--- config.mk ---
export PLATFORM = sky130hd
export DESIGN_NAME = arm_fetch_unit
export DESIGN_NICKNAME = d
export VERILOG_FILES = /design/src/rtl/arm_fetch_pkg.sv /design/src/rtl/arm_fetch_queue.sv /design/src/rtl/arm_fetch_unit.sv
export SDC_FILE = /design/constraint.sdc
export NUM_CORES = 1
export LEC_CHECK = 0
export ABC_AREA = 1
export BUFFER_PORTS_ARGS = -buffer_cell sky130_fd_sc_hd__buf_4
export CORE_MARGIN = 2
export CORE_UTILIZATION = 50
export DETAILED_ROUTE_END_ITERATION = 10
export GPL_TIMING_DRIVEN = 1
export PLACE_DENSITY = 0.75
export SYNTH_ARGS = -nofsm -noshare
export SYNTH_HDL_FRONTEND = slang
export SYNTH_SLANG_ARGS = --single-unit
--- constraint.sdc ---
create_clock -name clk -period 5.4 [get_ports clk]
set_clock_uncertainty 0.2 [all_clocks]
set_input_delay 0.81 -clock clk [delete_from_list [all_inputs] [get_ports clk]]
set_output_delay 0.81 -clock clk [all_outputs]
set_load 0.01 [all_outputs]
--- src/rtl/arm_fetch_pkg.sv ---
// arm_fetch_pkg: shared types and constants
// for the ARM instruction fetch stage.
package arm_fetch_pkg;

  localparam int XLEN = 32;

  localparam logic [XLEN-1:0] RESET_VECTOR_DEF = 32'h0000_0000;

  localparam logic [XLEN-1:0] ADDR_INC = 32'd4;

  typedef struct packed {
    logic [XLEN-1:0] word;
    logic [XLEN-1:0] addr;
  } fetch_entry_t;

  function automatic logic [XLEN-1:0] word_align(
    input logic [XLEN-1:0] a
  );
    return {a[XLEN-1:2], 2'b00};
  endfunction

endpackage

--- src/rtl/arm_fetch_queue.sv ---
// arm_fetch_queue: prefetch FIFO of {word, addr}
// entries with a registered head and clear.
module arm_fetch_queue
  import arm_fetch_pkg::*;
#(
  parameter int DEPTH = 2
) (
  input  logic                         clk,
  input  logic                         rst,
  input  logic                         clear,
  input  logic                         push,
  input  fetch_entry_t                 din,
  input  logic                         pop,
  output fetch_entry_t                 head,
  output logic [$clog2(DEPTH+1)-1:0]   count,
  output logic                         empty,
  output logic                         full
);

  localparam int AW = $clog2(DEPTH);
  localparam int CW = $clog2(DEPTH+1);

  fetch_entry_t mem [DEPTH];

  logic [AW-1:0] rd_ptr;
  logic [AW-1:0] wr_ptr;
  logic [AW-1:0] rd_nxt;
  logic [CW-1:0] count_q;
  logic          do_pop;
  logic          do_push;

  assign empty   = (count_q == '0);
  assign full    = (count_q == CW'(DEPTH));
  assign count   = count_q;
  assign rd_nxt  = rd_ptr + AW'(1);
  assign do_pop  = pop & ~empty;
  assign do_push = push & (~full | do_pop);

  // Storage array; needs no reset since count gates visibility.
  always_ff @(posedge clk) begin
    if (do_push && !clear)
      mem[wr_ptr] <= din;
  end

  // Pointers and occupancy; clear wins over push and pop.
  always_ff @(posedge clk or posedge rst) begin
    if (rst) begin
      rd_ptr  <= '0;
      wr_ptr  <= '0;
      count_q <= '0;
    end else if (clear) begin
      rd_ptr  <= '0;
      wr_ptr  <= '0;
      count_q <= '0;
    end else begin
      if (do_pop)
        rd_ptr <= rd_nxt;
      if (do_push)
        wr_ptr <= wr_ptr + AW'(1);
      count_q <= count_q
               + CW'(do_push)
               - CW'(do_pop);
    end
  end

  // Registered head; keeps its last value when the queue drains.
  always_ff @(posedge clk or posedge rst) begin
    if (rst) begin
      head <= '0;
    end else if (!clear) begin
      if (do_pop) begin
        if (count_q > CW'(1))
          head <= mem[rd_nxt];
        else if (do_push)
          head <= din;
      end else if (empty && do_push) begin
        head <= din;
      end
    end
  end

endmodule

--- src/rtl/arm_fetch_unit.sv ---
// arm_fetch_unit: sequential fetch, req/ack memory
// port, prefetch queue and flush redirect.
module arm_fetch_unit
  import arm_fetch_pkg::*;
#(
  parameter logic [31:0] RESET_VECTOR = RESET_VECTOR_DEF,
  parameter int          DEPTH        = 2
) (
  input  logic        clk,
  input  logic        rst,
  output logic        imem_req,
  output logic [31:0] imem_addr,
  input  logic        imem_ack,
  input  logic [31:0] imem_rdata,
  input  logic        flush,
  input  logic [31:0] flush_addr,
  output logic        code_valid,
  output logic [31:0] code,
  output logic [31:0] code_pc,
  input  logic        code_ready
);

  localparam int CW = $clog2(DEPTH+1);

  logic          live;
  logic          pending;
  logic          drop;
  logic [31:0]   pc;
  logic [31:0]   pend_addr;
  logic          ack_ok;
  logic          q_push;
  logic          q_pop;
  logic          q_empty;
  logic          q_full;
  logic [CW-1:0] q_count;
  fetch_entry_t  q_din;
  fetch_entry_t  q_head;

  assign imem_req  = live & (~q_full | pending);
  assign imem_addr = pending ? pend_addr : pc;

  assign ack_ok = imem_ack & imem_req;
  assign q_push = ack_ok & ~drop & ~flush;
  assign q_pop  = code_valid & code_ready;

  assign q_din.word = imem_rdata;
  assign q_din.addr = pc;

  assign code_valid = ~q_empty;
  assign code       = q_head.word;
  assign code_pc    = q_head.addr;

  arm_fetch_queue #(
    .DEPTH (DEPTH)
  ) u_queue (
    .clk   (clk),
    .rst   (rst),
    .clear (flush),
    .push  (q_push),
    .din   (q_din),
    .pop   (q_pop),
    .head  (q_head),
    .count (q_count),
    .empty (q_empty),
    .full  (q_full)
  );

  // Holds imem_req low until the first cycle after reset.
  always_ff @(posedge clk or posedge rst) begin
    if (rst)
      live <= 1'b0;
    else
      live <= 1'b1;
  end

  // Outstanding request tracking; address frozen until acked.
  always_ff @(posedge clk or posedge rst) begin
    if (rst) begin
      pending   <= 1'b0;
      pend_addr <= RESET_VECTOR;
    end else begin
      pending <= imem_req & ~imem_ack;
      if (imem_req && !imem_ack && !pending)
        pend_addr <= pc;
    end
  end

  // Flush redirects pc and marks an unacked request for discard.
  always_ff @(posedge clk or posedge rst) begin
    if (rst) begin
      pc   <= RESET_VECTOR;
      drop <= 1'b0;
    end else if (flush) begin
      pc   <= word_align(flush_addr);
      drop <= imem_req & ~imem_ack;
    end else if (ack_ok) begin
      if (!drop)
        pc <= pc + ADDR_INC;
      drop <= 1'b0;
    end
  end

  logic unused_cnt;
  assign unused_cnt = ^q_count;

endmodule
Yosys cells after proc, flatten, opt, wreduce, memory -nomap -nowiden. Memories as Yosys holds them, arrays and structs flattened. Index checks and enable logic that the tools add are counted.

Flip-flop bits (word level): 135. Memory bits (writable): 128. Bits of input ports: 69. Output and inout bits: 98. Word-level logic and storage cells: 66. Memories kept: 1.

Memory list: u_queue.mem (depth 2, bits a word 64, read ports 1, clocked after Yosys merged registers in 0, write ports 1, line arm_fetch_queue.sv:23) `fetch_entry_t mem [DEPTH];`.

Add/sub/neg operators: 5. Magnitude comparators: 1. Equal/unequal tests: 3. Muxes and demuxes: 17. Bitwise gates (word level): 15. Reduce and logical (&&, ||, !) cells: 14.

Operator list (number): $mux W64 (4); $mux W32 (4); $add A32 B3 Y32 const B (1); $and A1 B1 Y1 (8); $mux W1 (8); $reduce_bool A2 Y1 (4); $not A1 Y1 (5); $logic_and A1 B1 Y1 (4); $logic_not A1 Y1 (3); $ne A3 B3 Y1 const B (1); $reduce_and A3 Y1 (1); $add A1 B1 Y1 const B (2); $add A2 B1 Y2 (1); $eq A2 B2 Y1 const B (1); $gt A2 B1 Y1 const B (1); $logic_not A2 Y1 (1); $mux W2 (1); $ne A2 B2 Y1 const B (1); $or A1 B1 Y1 (2); $reduce_and A2 Y1 (1); $sub A2 B1 Y2 (1).

Logic depth before layout (Yosys ltp).
Depth in word-level cells: 11. Mapped depth: 12. Depth with buffers taken out: 11.

By module. A second synthesis with hierarchy kept.

Cell total of the unflattened synthesis: 1407. Area, all modules: 11980.2 um2.

Modules (own cells, without submodules): arm_fetch_queue (times used 1, cells an instance 857, area each 8257.9 um2, seq. area each 5545.3 um2); arm_fetch_unit (times used 1, cells an instance 550, area each 3722.3 um2, seq. area each 1576.5 um2).

Least setup slack after synthesis. OpenSTA, ideal clock, no wires.

Path type: in2reg. From: input flush. To: memory u_queue.mem[1][10] (netlist name) (enable). Library setup time: 482 ps. Arrival: 4067 ps. Data required time: 4718 ps. Slack: 651 ps. Cell stages on the path: 6. Buffers on the path: 1. Cell sequence: clkinv_1 > nand3_1 > inv_2 > buf_2 > o21ai_2 > nor2_1.

Word-level cells in the longest chain between the ends: 6. Elaborated cells between the ends (all ways): 7. Classes of those cells: mux (2); bitwise (3); reduce/logical (2).

Ends and longest elaborated chain: start: declaration (line arm_fetch_unit.sv:15) `input logic flush,`; $not A1 Y1 (no source line); $and A1 B1 Y1 (line arm_fetch_unit.sv:43) `assign q_push = ack_ok & ~drop & ~flush;`; $and A1 B1 Y1 (line arm_fetch_queue.sv:37) `assign do_push = push & (~full | do_pop);`; $logic_and A1 B1 Y1 (*) (line arm_fetch_queue.sv:41) `if (do_push && !clear)`; $mux W1 (*) (line arm_fetch_queue.sv:41); $mux W1 (implied by the code) (*) (line arm_fetch_queue.sv:42) `mem[wr_ptr] <= din;`; end: declaration (line arm_fetch_queue.sv:23).

Mark *: on every way between the ends. The rest lies on a longest branch, timed or not.

Worst setup path after layout.
From: register pending. To: memory u_queue.mem[0][27] (netlist name) (enable).

Word-level cells in the longest chain between the ends: 9.

Ends and longest elaborated chain: start: declaration (line arm_fetch_unit.sv:26) `logic pending;`; start signal: assignment (line arm_fetch_unit.sv:82) `pending <= imem_req & ~imem_ack;`; $or A1 B1 Y1 (line arm_fetch_unit.sv:39) `assign imem_req = live & (~q_full | pending);`; $and A1 B1 Y1 (line arm_fetch_unit.sv:39); $and A1 B1 Y1 (line arm_fetch_unit.sv:42) `assign ack_ok = imem_ack & imem_req;`; $and A1 B1 Y1 (2 in series) (line arm_fetch_unit.sv:43); $and A1 B1 Y1 (line arm_fetch_queue.sv:37); $logic_and A1 B1 Y1 (line arm_fetch_queue.sv:41); $mux W1 (line arm_fetch_queue.sv:41); $mux W1 (implied by the code) (line arm_fetch_queue.sv:42).

No other way between the ends.

==> flow_summary_export.csv <==
group,metric,value,unit
outcome,outcome,"finished, final reports clean",
floorplan,num_io_pins,167,
drt,wire_per_inst,16.1,um
sta,finalSetupViolCount,0,
sta,fin_ws,2.13,ns
yosys,synth_ff_type,"dfrtp_1",
setup_path,startpoint_type,"flop",
sta,worst_pin_slew,0.987,ns
setup_path,cp.buffers_inverters,5,
grt,antenna_found_initial,0,
yosys,synth_area,11100,um2
clocking,postCtsResizedCells,0,
grt,grt_pass1_vias,8246,
drt,firstDrtPassIters,6,
grt,grt_start_max_net_pins,125,
finish,layout_common_cells,"291 x nand2_1, 184 x nor2_1, 179 x o21ai_0",
sta,fmax,306,MHz
finish,syn2layout_area_growth,19.9,%
setup_path,crit_chain,"buf_4, o21ai_2, inv_2, nand3_1, inv_2, o211ai_1, inv_2, buf_4",
grt,overflow,0,
setup_path,path_delay_family,"buffers and inverters",
drt,via_count,8764,
setup_path,critPathArrivalTime,3.27,ns
finish,nNetsFinal,1403,
floorplan,die_y,153,um
sta,slew_viol_final,0,
sta,hold_violations,0,
finish,fill_cells,1793,
clocking,cts_tree,"built",
drt,wl_met1,11.6,mm
drt,top_layer_used,"met4",
drt,ant_nets,0,
setup_path,cp_slowest_cell,"buf_4",
place,dpl-instance-area,12400,um2
clocking,post_cts_buffers,0,
yosys,synth_enable_flop_cells,124,
setup_path,cp_max_fo,62,
sta,min_period_over_period,0.605,
clocking,ctsLongestPathBuffers,3,
yosys,ys_seq_elements,253,
yosys,ys_warn_count,0,
floorplan,start_util,0.510,
place,dp_slack,1.96,ns
sta,rsz0062_at_grt,"false",
grt,grt_pass1_wl,42.1,mm
place,port_buffers,160,
yosys,ys_types,31,
clocking,htreeDepth,1,
place,place_inst,1583,
floorplan,die-area,23500,um2
min_path,hp-class,"input port to async pin",
finish,utilization,0.611,
sta,setup_tns,0,ns
finish,mostFrequentLayoutCell,"nand2_1",
clocking,clkTransAtPathRegs,0.06,ns
clocking,clkSinkCount,253,
clocking,root_buffer,"clkbuf_16",
setup_path,critical-path-max-stage-delay,0.43,ns
setup_path,crit_required,5.40,ns
finish,drive_gt1_frac,0.171,
sta,slew_headroom,0.342,
floorplan,fp-row-count,54,
finish,final_cells,1631,
clocking,holdBufCountCts,0,
job,drv_cap,0,
yosys,async_flop_share,0.510,
setup_path,critPathKind,"flop to flop",
place,place_congestion,0.920,
grt,track_usage,0.221,
finish,multi_input_area,3610,um2
power,power,5.94,mW
drt,routed_wl,26.3,mm
clocking,cts-buffers-inserted,26,
power,p_per_area,445,nW/um2
yosys,syn_area_per_cell,9.31,um2
drt,wl_met3,2.25,mm
floorplan,coreArea,21800,um2
yosys,syn_inst,1195,
place,dp_hpwl,17.0,mm
finish,seq_area,6950,um2
power,leakagePower,5.75,nW
power,peakVddDrop,0.328,mV
setup_path,cp_common_cell,"inv_2",
drt,drtIter0Drc,849,
finish,diodes,0,
setup_path,endpoint_kind,"flop",
floorplan,dieWidth,153,um
finish,final_area,13300,um2
drt,route.detailed.drc,0,
drt,wl_met2,11.8,mm
sta,whs,0.236,ns
drt,viasPerCell,5.37,
yosys,ys_seq_area_frac,0.625,
sta,fin_crit,3.27,ns
clocking,clkLatencyLatePin,0.53,ns
[power by group]
| part | internal [mW] | total, mW | switching (mW) | leakage, nW |
|---|---|---|---|---|
| sequential | 2.40 | 2.65 | 0.247 | 2.74 |
| combinational | 0.605 | 1.41 | 0.803 | 2.57 |
| clock | 1.15 | 1.89 | 0.733 | 0.439 |
[path summary, 6_finish.rpt]
check / from / to / slack [ns] / depth (start not counted)
max: pending / u_queue.mem[0][27] / 2.13 / 8
min: rst / pend_addr[10] / 0.24 / 2
max reg2reg: pending / u_queue.mem[0][27] / 2.13 / 8
min reg2reg: u_queue.head[13] / u_queue.head[13] / 0.28 / 2
max in group asynchronous: rst / pc[29] / 3.73 / 3
min in group clk: imem_ack / pending / 0.26 / 2
[synth_stat cells (all sizes together) (3+ instances only)]
library cell,instances,area [um2]
nand2,295,1120
o21ai,256,1290
nor2,187,707
dfrtp,129,3230
edfxtp,124,3720
inv,60,225
nand3,45,225
buf,43,272
clkbuf,23,86.3
xor2,8,70.1
o211ai,7,52.6
a21oi,3,15.0
ha,3,37.5
nor3,3,26.3
[cell type report]
cell class,instances,share of cell area
flip-flops and latches,253,0.521
multi-input cells,818,0.271
repair buffers,171,0.0962
clock buffers,33,0.0522
well taps,280,0.0263
inverters,61,0.0175
clock inverters,15,0.0159
[registers in the layout, summed over array words and instances (netlist names)]
signal,cells
u_queue.mem,124
u_queue.head,62
pc,30
pend_addr,30
u_queue.count,2
drop,1
live,1
pending,1
u_queue.rd_ptr,1
u_queue.wr_ptr,1
[kinds of logic (layout without fill, tap and decap cells)]
group                    count (synthesis)  in the layout  share of synthesized area
AO/OA/AOI/OAI                          268            268                      0.123
other                                    2              5                   0.000675
flip-flops                             253            253                      0.625
XOR/XNOR                                 9              9                    0.00708
buffers and inverters                  127            280                     0.0527
AND/OR/NAND/NOR                        533            533                      0.188
adder cells (fa/ha/maj)                  3              3                    0.00337
[routing by layer]
layer,vias up,GRT usage
met3,50,0.0374
met1,4109,0.320
met2,372,0.348
met4,0,0.0573
met5,-,0
li1,4233,-
Note: power is estimated with default switching activity, not from simulation.
